**config.mk**
```make
export PLATFORM = sky130hd
export DESIGN_NAME = prio_encoder_pipe
export DESIGN_NICKNAME = d
export VERILOG_FILES = /design/src/rtl/enc_pkg.sv /design/src/rtl/prio_encoder_pipe_prio_find.sv /design/src/rtl/prio_encoder_pipe.sv
export SDC_FILE = /design/constraint.sdc
export NUM_CORES = 1
export LEC_CHECK = 0
export ABC_CLOCK_PERIOD_IN_PS = 900
export BUFFER_PORTS_ARGS = -buffer_cell sky130_fd_sc_hd__buf_4
export CAP_MARGIN = 10
export CORE_UTILIZATION = 52
export CTS_BUF_LIST = sky130_fd_sc_hd__clkbuf_16
export CTS_CLUSTER_SIZE = 20
export DETAILED_ROUTE_END_ITERATION = 6
export HOLD_SLACK_MARGIN = 0.15
export PLACE_DENSITY = 0.76
export SLEW_MARGIN = 20
export SYNTH_ARGS = -nofsm -noshare
export SYNTH_HDL_FRONTEND = slang
export SYNTH_HIERARCHICAL = 1
export SYNTH_SLANG_ARGS = --single-unit
```
**constraint.sdc**
```tcl
create_clock -name iClk -period 0.9 [get_ports iClk]
set_input_delay 0.09 -clock iClk [delete_from_list [all_inputs] [get_ports iClk]]
set_output_delay 0.09 -clock iClk [all_outputs]
set_load 0.01 [all_outputs]
```
**src/rtl/enc_pkg.sv**
```systemverilog
// -----------------------------------------------------------------------------
// enc_pkg
// Shared constants and helpers for the pipelined priority encoder.
//
// Contents:
//   MODE_FIXED / MODE_RR : values for the MODE parameter of prio_encoder_pipe.
//   clog2()              : ceiling log2, used to derive the index width W.
//
// Optional feature macro used elsewhere in this slice:
//   PRIO_ENCODER_PIPE_MULTI_CNT_EN (adds the multi-hot transfer counter).
// -----------------------------------------------------------------------------
package enc_pkg;

    // Priority selection modes.
    localparam int MODE_FIXED = 0;  // highest set index always wins
    localparam int MODE_RR    = 1;  // rotating start point after each hit

    // Legal request-vector widths.
    localparam int N_MIN = 2;
    localparam int N_MAX = 256;

    // Ceiling log2. Returns the number of bits needed to hold the values
    // 0..value-1, with a minimum of 1 so that N=2 still gets a 1-bit index.
    function automatic int clog2(input int value);
        int result;
        int v;
        result = 0;
        v      = value - 1;
        while (v > 0) begin
            result = result + 1;
            v      = v >> 1;
        end
        if (result < 1) begin
            result = 1;
        end
        return result;
    endfunction

endpackage : enc_pkg

```
**src/rtl/prio_encoder_pipe_prio_find.sv**
```systemverilog
// -----------------------------------------------------------------------------
// prio_find
// Purely combinational priority search. Starting at bit 'start' it scans
// downward through the request vector, wrapping from bit 0 to bit N-1, and
// reports the first set bit it meets.
//
// Parameters:
//   N : request vector width (2..256).
//   W : index width, normally enc_pkg::clog2(N).
//
// Ports:
//   req   in  [N-1:0]  request vector
//   start in  [W-1:0]  first bit position examined
//   index out [W-1:0]  position of the winning bit (0 when no bit is set)
//   hit   out          at least one request bit is set
//   multi out          more than one request bit is set
// -----------------------------------------------------------------------------
module prio_find
    import enc_pkg::*;
#(
    parameter int N = 8,
    parameter int W = clog2(N)
) (
    input  logic [N-1:0] req,
    input  logic [W-1:0] start,
    output logic [W-1:0] index,
    output logic         hit,
    output logic         multi
);

    // A start value outside 0..N-1 can only occur for non-power-of-two N
    // if the caller misbehaves; clamp it to the top bit so the scan always
    // walks real request bits and never reports an index >= N.
    int start_pos;

    always_comb begin
        start_pos = int'(start);
        if (start_pos >= N) begin
            start_pos = N - 1;
        end
    end

    // Wrapped downward scan. The first match along the scan order wins;
    // later matches are ignored via the 'found' flag.
    always_comb begin
        logic found;
        int   pos;
        found = 1'b0;
        index = '0;
        pos   = 0;
        for (int i = 0; i < N; i++) begin
            pos = start_pos - i;
            if (pos < 0) begin
                pos = pos + N;
            end
            if (!found && req[pos]) begin
                found = 1'b1;
                index = W'(pos);
            end
        end
    end

    // Hit / multi-hot detection, independent of the scan order.
    always_comb begin
        logic seen;
        seen  = 1'b0;
        multi = 1'b0;
        for (int i = 0; i < N; i++) begin
            multi = multi | (seen & req[i]);
            seen  = seen | req[i];
        end
        hit = seen;
    end

endmodule : prio_find

```
**src/rtl/prio_encoder_pipe.sv**
```systemverilog
// -----------------------------------------------------------------------------
// prio_encoder_pipe
// Registered N-to-log2(N) priority encoder with valid/ready handshakes on the
// input and output sides. One prio_find instance does the search; this module
// owns the one-entry output register, the round-robin pointer and the
// optional multi-hot counter.
//
// Parameters:
//   N    : request vector width, 2..256 (default 8).
//   MODE : MODE_FIXED (0) highest index wins; MODE_RR (1) round-robin.
//   W    : derived index width (localparam, clog2(N)).
//
// Ports:
//   iClk      in          rising-edge clock
//   iRst_n    in          asynchronous active-low reset
//   iData     in  [N-1:0] request vector
//   iValid    in          iData valid this cycle
//   oReady    out         block can accept iData this cycle
//   oData     out [W-1:0] encoded index of the winning bit
//   oHit      out         at least one request bit was set
//   oMulti    out         more than one request bit was set
//   oValid    out         oData/oHit/oMulti valid
//   iReady    in          consumer accepts the output this cycle
//   oMultiCnt out [15:0]  saturating count of accepted multi-hot transfers
//                         (present only with PRIO_ENCODER_PIPE_MULTI_CNT_EN)
//
// Configuration macro: PRIO_ENCODER_PIPE_MULTI_CNT_EN
//
// Handshake: a transfer happens on an input side when iValid && oReady at a
// rising edge, and on the output side when oValid && iReady at a rising edge.
// Valid, once raised, is held with stable data until the matching ready is
// seen; ready may depend combinationally on the consumer's ready, and a side
// never waits for the other side's valid before raising its own ready.
// -----------------------------------------------------------------------------
module prio_encoder_pipe
    import enc_pkg::*;
#(
    parameter int N    = 8,
    parameter int MODE = MODE_FIXED
) (
    input  logic                     iClk,
    input  logic                     iRst_n,
    input  logic [N-1:0]             iData,
    input  logic                     iValid,
    output logic                     oReady,
    output logic [clog2(N)-1:0]      oData,
    output logic                     oHit,
    output logic                     oMulti,
    output logic                     oValid,
    input  logic                     iReady
`ifdef PRIO_ENCODER_PIPE_MULTI_CNT_EN
    ,
    output logic [15:0]              oMultiCnt
`endif
);

    localparam int W = clog2(N);

    // Top legal index; also the reset value and wrap target of the pointer.
    localparam logic [W-1:0] TOP_IDX = W'(N - 1);

    logic [W-1:0] ptr;
    logic [W-1:0] search_start;
    logic [W-1:0] win_idx;
    logic         win_hit;
    logic         win_multi;
    logic         accept;

    // The output register can take a new result whenever it is empty or
    // is being drained on this same edge.
    assign oReady = !oValid || iReady;
    assign accept = iValid && oReady;

    // Fixed priority always scans from the top bit; round-robin scans from
    // the pointer, which sits just below the previous winner.
    assign search_start = (MODE == MODE_RR) ? ptr : TOP_IDX;

    prio_find #(
        .N (N),
        .W (W)
    ) u_find (
        .req   (iData),
        .start (search_start),
        .index (win_idx),
        .hit   (win_hit),
        .multi (win_multi)
    );

    // Output register and valid flag. While stalled (oValid && !iReady)
    // accept is low, so the register holds and iData is ignored.
    always_ff @(posedge iClk or negedge iRst_n) begin
        if (!iRst_n) begin
            oValid <= 1'b0;
            oData  <= '0;
            oHit   <= 1'b0;
            oMulti <= 1'b0;
        end else if (accept) begin
            oValid <= 1'b1;
            oData  <= win_idx;
            oHit   <= win_hit;
            oMulti <= win_multi;
        end else if (iReady) begin
            oValid <= 1'b0;
        end
    end

    // Round-robin pointer. Moves only on an accepted transfer that found a
    // request; it then points one below the winner so the winner becomes
    // lowest priority. Wrap goes to N-1, not 2^W-1, for non-power-of-two N.
    always_ff @(posedge iClk or negedge iRst_n) begin
        if (!iRst_n) begin
            ptr <= TOP_IDX;
        end else if ((MODE == MODE_RR) && accept && win_hit) begin
            if (win_idx == '0) begin
                ptr <= TOP_IDX;
            end else begin
                ptr <= win_idx - W'(1);
            end
        end
    end

`ifdef PRIO_ENCODER_PIPE_MULTI_CNT_EN
    // Saturating count of accepted multi-hot transfers; sticks at all-ones.
    always_ff @(posedge iClk or negedge iRst_n) begin
        if (!iRst_n) begin
            oMultiCnt <= '0;
        end else if (accept && win_multi && (oMultiCnt != 16'hFFFF)) begin
            oMultiCnt <= oMultiCnt + 16'd1;
        end
    end
`endif

endmodule : prio_encoder_pipe

```
==> flow_summary_export.csv, run 1 <==
group,metric,value,unit
outcome,run_status,"finished, violations left",
outcome,failed_checks,"setup timing",
synthesis,postSynthRegisterBits,6,
finish,final_nets,194,
grt,track_usage,31.9,%
timing,slew_viol_final,0,
setup_path,critPathRequiredTime,1.01,ns
detailed_routing,drt-vias-per-instance,6.66,
synthesis,synthArstFlopShare,100,%
floorplanning,die_height,52.5,µm
timing,finalCritPeriodShare,192,%
clock_network,tritoncts,"built",
job,maxCapViolCount,0,
power,p_int,1690,µW
setup_path,worst-r2r-cell-count,3,
synthesis,synth.yosys.warnings,6,
detailed_routing,first_iter_violations,65,
clock_network,ctsRootBufferMaster,"sky130_fd_sc_hd__clkbuf_16",
grt,overflow,0,
setup_path,crit_path_max_fanout,3,
grt,wire_length_of_the_first_global_routing_pass,6300,µm
place,numPlacedInstances,193,
power,vdd_ir_drop_max,1.86,mV
detailed_routing,wl_per_cell,19.8,µm
setup_path,path_cells,"buf_6 -> mux4_2 -> a22o_1 -> a22o_1 -> a211oi_2 -> o2bb2ai_1 -> mux2_4",
floorplanning,die-area,2750,µm²
timing,rsz0062_at_grt,"yes",
clock_network,cts-buffers-inserted,3,
power,p_per_area,1310,nW/µm²
detailed_routing,routed-via-count,1371,
power,post-layout-total-power,2540,µW
setup_path,worst_setup_path_start_kind,"input pin",
grt,grt_max_degree,16,
detailed_routing,routed_wire_length,4090,µm
synthesis,yosys.area.top_type_share,23.8,%
synthesis,syn_area_per_cell,10.3,µm²
setup_path,critical_path.n_buffers_inverters,1,
setup_path,cp_top_family,"compound AO/OA/AOI/OAI gates",
setup_path,worstSetupPathType,"in -> reg",
synthesis,post_synth_num_cell_types,50,
setup_path,crit_top_cell,"sky130_fd_sc_hd__a22o_1",
finish,antenna-diode-count,0,
synthesis,synth.largest_area_cell,"sky130_fd_sc_hd__mux4_2",
setup_path,cp_startpoint,"iData[5]",
setup_path,critical_path.endpoint_type,"register",
timing,final_critical_path_setup_slack,-0.826,ns
finish,fillers,118,
timing,final_period_minus_worst_setup_slack,1.73,ns
synthesis,synth_top_cells_by_area,"sky130_fd_sc_hd__mux4_2, sky130_fd_sc_hd__dfrtp_1, sky130_fd_sc_hd__mux2_4",
synthesis,synth_edf_count,0,
synthesis,synth_adder_area_share,2.65,%
timing,finalSetupViolCount,7,
grt,grt_antenna_before_repair,0,
finish,multi_input_comb_area,1210,µm²
synthesis,seq_area_frac_synth,11.3,%
setup_path,critical_path.slowest_cell,"sky130_fd_sc_hd__mux4_2",
timing,fin_setup_tns,-3.85,ns
floorplanning,core.rowCount,17,
grt,number_of_global_route_vias_before_repair,1272,
synthesis,largest_family_of_logic_cells_by_synthesized_area,"multiplexers",
synthesis,synth.mux.area_fraction,41.1,%
floorplanning,fp.coreArea,2300,µm²
place,pre_cts_ws,-1.04,ns
floorplanning,die-width,52.5,µm
detailed_routing,drt_first_pass_iters,4,
finish,final_layout_size_suffix_gt1_share,60.1,%
detailed_routing,drc_errors,0,
synthesis,synth_compound_gate_area_share,18.8,%
floorplanning,io-pin-count,19,
power,sw_frac_of_total,33.5,%
clock_network,insertion_delay,0.23,ns
power,share_clk_of_total_power,28.1,%
power,leakage,0.000822,µW
timing,fmax,579,MHz
power,power_frac_seq,13.8,%
clock_network,clk_path_buf_depth,2,
place,detailed_place_hpwl,2480,µm
clock_network,clk_pin_slew_worst_paths,0.03,ns
setup_path,arrival,1.83,ns
synthesis,synth_simple_gate_area_share,15.0,%
place,gp_congestion,0.923,
synthesis,synth.cell_area,1320,µm²
finish,final-instance-count-excl-fill,206,
synthesis,netlist_instances,128,
synthesis,synth-xor-area-share,3.21,%
setup_path,rr_startpoint,"oValid",
detailed_routing,ant_nets,0,
timing,hold_violations,0,
clock_network,ctsHtreeMaxLevel,1,
min_path,hp-class,"in -> async",
place,count_of_input_and_output_buffers,18,
floorplanning,initial_core_util,57.6,%
finish,area.sequential,150,µm²
power,power.share.combinational,58.2,%
clock_network,clkSinkCount,6,
setup_path,cpPeakStageDelay,0.52,ns
timing,clock_skew,0.000346,ns
synthesis,synth_top_flop_cell,"sky130_fd_sc_hd__dfrtp_1",
finish,syn_to_final_growth,46.9,%
finish,final_core_utilization,84.6,%
power,power.net_switching,850,µW
setup_path,timing.critical_path.depth,7,
[layer usage]
layer / vias up / GRT usage [%] / share of wire, %
li1: 596 / - / -
met1: 677 / 43.9 / 37
met2: 86 / 52.1 / 52
met3: 12 / 4.64 / 7.9
met4: 0 / 8.33 / 2.9
met5: - / 0 / 0
[cell families (layout without fill, tap and decap cells)]
kind of cell    count (synthesis)  after routing
buf+inv                        17             63
compound gates                 32             32
other cells                     1              5
mux                            32             32
simple gates                   33             33
fa+ha+maj                       3              3
flops                           6              6
xor+xnor                        4              4
[Yosys cell counts, drive strengths merged (2+ instances only)]
cell type  count
mux4          14
mux2           8
xnor2          2
and2           2
o32a           2
a22o           2
nand3          4
nand2          5
clkbuf         3
buf            8
o21ai          4
nand2b         3
nor3           3
nor2b          2
nor2           7
o21a           5
a21oi          5
xor2           2
dfrtp          6
or3            3
inv            6
mux2i         10
ha             2
a211oi         4
[worst paths after layout]
kind,slack (ns),to
min in group iClk,0.28,oData[0]
max in group asynchronous,0.54,oData[2]
min reg2reg,0.51,oHit
max,-0.83,oData[2]
max reg2reg,-0.11,oData[2]
min,0.24,oHit
[repair_timing]
action,in CTS,in global routing
hold endpoints to repair,7,0
pin swaps,16,8
hold buffers,2,0
endpoints found under the setup margin,7,7
buffers inserted,8,1
gates resized for setup,20,12
[flip-flops by register name, indices dropped and copies added, names as in the netlist]
| signal | flops |
|---|---|
| oData | 3 |
| oHit | 1 |
| oMulti | 1 |
| oValid | 1 |
[stage by stage]
step,hold WS [ns],instance area [µm²]
finish,0.240,1940
global route,0.247,1940
CTS,0.210,1890
detailed placement,-0.0964,1650
global placement,-0.100,1650
floorplan,-0.206,1390
[power groups by stage]
stage / combinational [µW] / clock [µW] / sequential, µW
CTS: 1300 / 717 / 351
global placement: 1120 / 0 / 351
global route: 1550 / 753 / 357
floorplan: 757 / 0 / 371
finish: 1480 / 712 / 350
detailed placement: 1140 / 0 / 352
[cell type report]
| class | instances | area share [%] |
|---|---|---|
| Inverter | 6 | 1.16 |
| Sequential cell | 6 | 7.72 |
| Clock buffer | 3 | 3.86 |
| Timing Repair Buffer | 54 | 23.4 |
| Multi-Input combinational cell | 109 | 62.0 |
| Tap cell | 28 | 1.80 |
[layout by cell type (no fill, tap or decap), types with 3 or more instances in the layout]
master,synthesis,routed
sky130_fd_sc_hd__a211oi_2,0,3
sky130_fd_sc_hd__a21oi_2,0,3
sky130_fd_sc_hd__buf_4,2,42
sky130_fd_sc_hd__buf_6,1,8
sky130_fd_sc_hd__clkbuf_16,0,3
sky130_fd_sc_hd__conb_1,1,5
sky130_fd_sc_hd__dfrtp_1,6,6
sky130_fd_sc_hd__inv_1,5,5
sky130_fd_sc_hd__mux2_4,7,8
sky130_fd_sc_hd__mux2i_1,9,4
sky130_fd_sc_hd__mux2i_2,0,4
sky130_fd_sc_hd__mux4_2,14,14
sky130_fd_sc_hd__nand2_1,4,4
sky130_fd_sc_hd__nor2_1,7,6
sky130_fd_sc_hd__o21a_1,5,5
sky130_fd_sc_hd__o21ai_0,4,3
sky130_fd_sc_hd__or3_4,0,3
No activity file was read; power rests on OpenSTA's default activity.
==> inputs of run 2 (changes only) <==
- CELL_PAD_IN_SITES_DETAIL_PLACEMENT: not set -> 1
- CELL_PAD_IN_SITES_GLOBAL_PLACEMENT: not set -> 2
- CORE_ASPECT_RATIO: not set -> 2
- CORE_UTILIZATION: 52 -> 33
- PLACE_DENSITY: 0.76 -> not set
- PLACE_DENSITY_LB_ADDON: not set -> 0.1
==> run 2 against run 1 <==
  * The flow still finishes with violations (setup timing)
  * Clock-buffer cell count unchanged
  * Via count decreased by 6.6%
  * Critical endpoint is now oData[1]
  * Sequential share of layout area decreased by 0.42 points
  * Sequential cell count unchanged
  * Worst hold slack got worse by 0.031 ns
  * Core utilization decreased by 31 points
  * Global-route usage decreased by 9.1 points
  * Clock power increased by 3%
  * Sequential power about the same
  * Non-clock buffer count increased by 6
  * Clock skew increased by 0.0031 ns
==> flow_summary_export.csv, run 2 (synthesized netlist as in run 1, its figures left out) <==
group,metric,value,unit
floorplanning,io-pin-count,19,
clock_network,clkSinkCount,6,
detailed_routing,wl_per_cell,18.6,µm
finish,antenna-diode-count,0,
timing,final_critical_path_setup_slack,-0.761,ns
timing,final_period_minus_worst_setup_slack,1.66,ns
finish,fillers,450,
power,post-layout-total-power,2600,µW
clock_network,ctsRootBufferMaster,"sky130_fd_sc_hd__clkbuf_16",
timing,fmax,602,MHz
timing,fin_setup_tns,-3.76,ns
floorplanning,core.rowCount,32,
floorplanning,die_height,91.6,µm
timing,clock_skew,0.00345,ns
floorplanning,die-width,46.8,µm
grt,wire_length_of_the_first_global_routing_pass,7130,µm
place,detailed_place_hpwl,3400,µm
finish,final_core_utilization,53.5,%
clock_network,insertion_delay,0.23,ns
grt,grt_max_degree,16,
detailed_routing,ant_nets,0,
outcome,failed_checks,"setup timing",
finish,registers.top_by_ff_count,"oData",
detailed_routing,routed-via-count,1280,
power,vdd_ir_drop_max,1.25,mV
detailed_routing,first_iter_violations,17,
finish,final_nets,200,
timing,finalCritPeriodShare,185,%
detailed_routing,drt_first_pass_iters,4,
setup_path,worst_setup_path_start_kind,"input pin",
setup_path,worst-r2r-cell-count,3,
timing,rsz0062_at_grt,"yes",
timing,finalSetupViolCount,8,
floorplanning,die-area,4280,µm²
finish,final_layout_size_suffix_gt1_share,64.7,%
grt,overflow,0,
setup_path,timing.reg2reg.setup_slack,-0.13,ns
clock_network,clk_path_buf_depth,2,
timing,slew_viol_final,0,
job,maxCapViolCount,0,
clock_network,clk_pin_slew_worst_paths,0.04,ns
finish,final-instance-count-excl-fill,235,
finish,final_common_cell,"sky130_fd_sc_hd__buf_4",
floorplanning,fp.coreArea,3840,µm²
place,gp_congestion,0.815,
grt,track_usage,22.8,%
detailed_routing,drc_errors,0,
place,numPlacedInstances,222,
detailed_routing,drt-vias-per-instance,5.45,
finish,largest_register_ffs,3,
setup_path,critical_path.endpoint_type,"register",
min_path,hp-class,"in -> async",
setup_path,worstReg2RegEnd,"oHit",
setup_path,worstSetupPathType,"in -> reg",
power,leakage,0.000861,µW
setup_path,crit_path_max_fanout,3,
grt,number_of_global_route_vias_before_repair,1482,
grt,grt_antenna_before_repair,0,
clock_network,tritoncts,"built",
detailed_routing,routed_wire_length,4360,µm
clock_network,cts-buffers-inserted,3,
finish,mostFrequentLayoutCells,"sky130_fd_sc_hd__buf_4, sky130_fd_sc_hd__mux4_2, sky130_fd_sc_hd__mux2_4, sky130_fd_sc_hd__buf_6",
floorplanning,initial_core_util,34.4,%
setup_path,rr_startpoint,"oValid",
timing,hold_violations,0,
power,p_per_area,1270,nW/µm²
outcome,run_status,"finished, violations left",
setup_path,arrival,1.77,ns
finish,syn_to_final_growth,55.4,%
clock_network,ctsHtreeMaxLevel,1,
setup_path,critPathRequiredTime,1.01,ns
timing,whs,0.209,ns
place,count_of_input_and_output_buffers,18,
-- run 2: metal layers --
| metal | vias up | track usage (%) | share of wire (%) |
|---|---|---|---|
| met5 | - | 0 | 0 |
| met4 | 0 | 4.76 | 1.5 |
| met3 | 6 | 1.19 | 1.3 |
| met2 | 21 | 43.8 | 62 |
| met1 | 645 | 25.1 | 35 |
| li1 | 608 | - | - |
-- run 2: worst max path at each step --
stage	depth (start not counted)	start	to
final	7	iData[3]	oData[1]
after floorplan	7	iData[3]	oData[1]
after global placement	9	iData[2]	oData[2]
after detailed placement	9	iData[2]	oData[2]
after global routing	7	iData[5]	oData[2]
after CTS	9	iData[0]	oData[2]
-- run 2: repair_timing --
action                                  4_1_cts  5_1_grt
endpoints found under the hold margin         7        0
buffers inserted                              7        2
resized for setup                            31       10
pin swaps                                    16        7
endpoints found under the setup margin        7        8
hold buffers                                  2        0
-- run 2: report_power, final --
| part | total (µW) | internal, µW | switching, µW |
|---|---|---|---|
| logic | 1530 | 853 | 673 |
| clock network | 731 | 571 | 160 |
| registers | 349 | 319 | 29.3 |
| total | 2600 | 1740 | 862 |
-- run 2: final cells by class --
| type | count | area [µm²] | area share [%] |
|---|---|---|---|
| repair buffers | 60 | 508 | 24.7 |
| flip-flops and latches | 6 | 150 | 7.30 |
| inverters | 6 | 22.5 | 1.09 |
| multi-input cells | 109 | 1240 | 60.2 |
| clock buffers | 3 | 75.1 | 3.65 |
| well taps | 51 | 63.8 | 3.10 |
-- run 2: metrics by stage --
| step | instance area, µm² | worst slack (ns) |
|---|---|---|
| floorplan | 1390 | -0.944 |
| global placement | 1730 | -1.19 |
| detailed placement | 1730 | -1.22 |
| CTS | 2010 | -0.764 |
| global route | 2060 | -0.845 |
| finish | 2060 | -0.761 |
-- run 2: critical path, cell delays in order --
cell and delay (ns):
sky130_fd_sc_hd__buf_8 0.09, sky130_fd_sc_hd__mux4_2 0.47, sky130_fd_sc_hd__mux2_4 0.31, sky130_fd_sc_hd__a21oi_2 0.16, sky130_fd_sc_hd__a211oi_2 0.08, sky130_fd_sc_hd__a311o_1 0.29
sky130_fd_sc_hd__mux2_4 0.27
==> inputs of run 3 (changes only) <==
- CAP_MARGIN: 10 -> 15
- CORE_ASPECT_RATIO: 2 -> 0.8
- CORE_UTILIZATION: 33 -> 19
- SYNTH_HIERARCHICAL: 1 -> not set
==> run 3 against run 2 <==
  * Sequential cell count unchanged
  * Critical path type is now reg -> reg
  * Sequential power decreased by 14%
  * Wire length decreased by 70%
  * Highest routed layer unchanged
  * The flow still finishes with violations (setup timing)
  * Sequential share of layout area increased by 13 points
  * Cell count decreased by 60%
  * Synthesized cell count decreased by 72%
  * Register-to-register slack got worse by 0.04 ns
  * Clock skew decreased by 0.0031 ns
  * Global-route usage decreased by 7.5 points
  * Worst hold slack got worse by 0.030 ns
  * Worst setup slack improved by 0.59 ns
  * Clock power decreased by 3%
==> flow_summary_export.csv, run 3 <==
group,metric,value,unit
floorplanning,die_height,40.0,µm
floorplanning,die-width,49.5,µm
setup_path,path_cells,"nand2b_4 -> and2_4 -> mux2_4",
finish,registers.top_by_ff_count,"oData",
clock_network,tritoncts,"built",
power,power_frac_seq,23.7,%
clock_network,clk_pin_slew_worst_paths,0.03,ns
setup_path,critical_path.slowest_cell,"sky130_fd_sc_hd__dfrtp_1",
setup_path,critPathRequiredTime,1.01,ns
min_path,worstHoldPathCells,3,
power,power.net_switching,259,µW
setup_path,worstSetupPathType,"reg -> reg",
timing,final_period_minus_worst_setup_slack,1.07,ns
clock_network,ctsRootBufferMaster,"sky130_fd_sc_hd__clkbuf_16",
detailed_routing,wl_per_cell,13.9,µm
detailed_routing,drt_first_pass_iters,4,
detailed_routing,routed-via-count,440,
finish,final-instance-count-excl-fill,94,
timing,rsz0062_at_grt,"yes",
floorplanning,fp.coreArea,1660,µm²
synthesis,seq_area_frac_synth,43.8,%
power,share_clk_of_total_power,56.0,%
finish,syn_to_final_growth,120,%
detailed_routing,drt-vias-per-instance,4.68,
timing,fmax,933,MHz
synthesis,netlist_instances,36,
timing,finalSetupViolCount,6,
synthesis,synth.cell_area,343,µm²
timing,worstMarginPinSlew,0.254,ns
power,p_per_area,1690,nW/µm²
timing,final_critical_path_setup_slack,-0.172,ns
setup_path,arrival,1.18,ns
synthesis,synth.yosys.warnings,0,
clock_network,clk_path_buf_depth,2,
synthesis,synth_top_flop_cell,"sky130_fd_sc_hd__dfrtp_1",
finish,largest_register_ffs,3,
place,gp_congestion,0.822,
finish,final_common_cell,"sky130_fd_sc_hd__buf_4",
synthesis,syn_nets,48,
floorplanning,core.rowCount,13,
timing,worst_slew_margin_rel,82.9,%
floorplanning,io-pin-count,19,
place,detailed_place_hpwl,960,µm
synthesis,synth_common_cells,"sky130_fd_sc_hd__a21oi_1, sky130_fd_sc_hd__dfrtp_1, sky130_fd_sc_hd__nor2_1",
timing,fin_setup_tns,-0.702,ns
finish,final_layout_size_suffix_gt1_share,62.5,%
setup_path,critical_path.endpoint_type,"register",
setup_path,crit_path_max_fanout,4,
grt,grt_max_degree,7,
grt,grt_antenna_before_repair,0,
floorplanning,die-area,1980,µm²
synthesis,postSynthRegisterBits,6,
clock_network,insertion_delay,0.23,ns
setup_path,worst_setup_path_start_kind,"register",
clock_network,clkSinkCount,6,
finish,antenna-diode-count,0,
place,numPlacedInstances,88,
synthesis,synth_top_cells_by_area,"sky130_fd_sc_hd__dfrtp_1, sky130_fd_sc_hd__a21oi_1, sky130_fd_sc_hd__nand2b_1",
finish,mostFrequentLayoutCells,"sky130_fd_sc_hd__buf_4, sky130_fd_sc_hd__dfrtp_1, sky130_fd_sc_hd__a21oi_1, sky130_fd_sc_hd__buf_6",
power,vdd_ir_drop_max,0.959,mV
timing,slew_viol_final,0,
detailed_routing,routed_wire_length,1310,µm
job,maxCapViolCount,0,
synthesis,synth.largest_area_cell,"sky130_fd_sc_hd__dfrtp_1",
finish,fillers,201,
power,p_int,1010,µW
detailed_routing,ant_nets,0,
power,power.share.combinational,20.3,%
floorplanning,initial_core_util,20.7,%
detailed_routing,drc_errors,0,
setup_path,cpPeakStageDelay,0.40,ns
outcome,run_status,"finished, violations left",
timing,clock_skew,0.000361,ns
finish,final_core_utilization,45.4,%
synthesis,synthArstFlopShare,100,%
grt,overflow,0,
grt,number_of_global_route_vias_before_repair,491,
power,leakage,0.000333,µW
place,pre_cts_ws,-0.308,ns
grt,track_usage,15.3,%
clock_network,cts-buffers-inserted,3,
outcome,failed_checks,"setup timing",
synthesis,yosys.area.top_type_share,43.8,%
detailed_routing,first_iter_violations,3,
finish,final_nets,86,
grt,wire_length_of_the_first_global_routing_pass,2150,µm
synthesis,synth_edf_count,0,
timing,finalCritPeriodShare,119,%
setup_path,worst-r2r-cell-count,3,
place,count_of_input_and_output_buffers,18,
place,placed_cell_area,606,µm²
min_path,hp-class,"in -> reg",
synthesis,post_synth_num_cell_types,21,
power,sw_frac_of_total,20.4,%
timing,hold_violations,0,
clock_network,ctsHtreeMaxLevel,1,
finish,finalInstanceArea,753,µm²
synthesis,syn_area_per_cell,9.52,µm²
-- run 3: cell types whose count changed in the layout (fill, tap and decap cells not counted), sizes merged, moves of 4 or more --
cell    previous run  this run
mux4              14         0
mux2i             10         0
o21a               5         0
nand2              5         0
conb               5         0
o21ai              4         0
nor2               7         3
inv                6         1
mux2               8         1
buf               58        32
a211oi             4         0
-- run 3: power by group through the flow --
stage                     sequential, µW  combinational, µW  clock, µW
final                                301                258        711
after global placement               300                214          0
after CTS                            299                250        726
after detailed placement             302                220          0
after global routing                 303                278        748
after floorplan                      309               66.1          0
-- run 3: what timing repair did --
item	CTS	global route
endpoints found under the setup margin	6	7
resized for setup	5	4
hold buffers	2	0
pin swaps	3	1
buffers inserted	1	0
hold endpoints to repair	7	0
-- run 3: metrics by stage --
stage,power [µW],hold WS [ns]
after CTS,1280,0.184
after global routing,1330,0.199
after global placement,513,-0.101
final,1270,0.179
after floorplan,375,-0.206
after detailed placement,522,-0.0981
-- run 3: final timing paths --
| path | from | end | slack [ns] |
|---|---|---|---|
| worst min register to register | oMulti | oMulti | 0.50 |
| min in group asynchronous | iRst_n | oData[2] | 0.22 |
| worst max-delay path | oValid | oHit | -0.17 |
| max in group asynchronous | iRst_n | oValid | 0.57 |
| worst max register to register | oValid | oHit | -0.17 |
| worst min-delay path | iData[7] | oData[0] | 0.18 |
-- run 3: kinds of logic after synthesis --
kind of cell	share of synthesized area, %
AND/OR/NAND/NOR	21.2
multiplexers	3.28
adder cells (fa/ha/maj)	3.28
flip-flops	43.8
buffers and inverters	2.19
AO/OA/AOI/OAI	26.3
-- run 3: worst max-delay path, delay by kind of cell, from the launching register on --
| family | cells | cell delay (ns) |
|---|---|---|
| flip-flops | 1 | 0.40 |
| multiplexers | 1 | 0.29 |
| AND/OR/NAND/NOR | 2 | 0.26 |
-- run 3: final cells by class --
class,instances,area [µm²],area share (%)
Clock buffer,3,75.1,9.97
Inverter,1,3.75,0.498
Multi-Input combinational cell,28,221,29.4
Sequential cell,6,150,19.9
Tap cell,22,27.5,3.65
Timing Repair Buffer,34,275,36.5
-- run 3: metal layers --
metal / track usage [%] / up-vias / share of wire [%]
li1: - / 214 / -
met1: 16.6 / 210 / 43
met2: 28.8 / 14 / 51
met3: 4.92 / 2 / 5.3
met4: 6.43 / 0 / 0.92
met5: 0 / - / 0
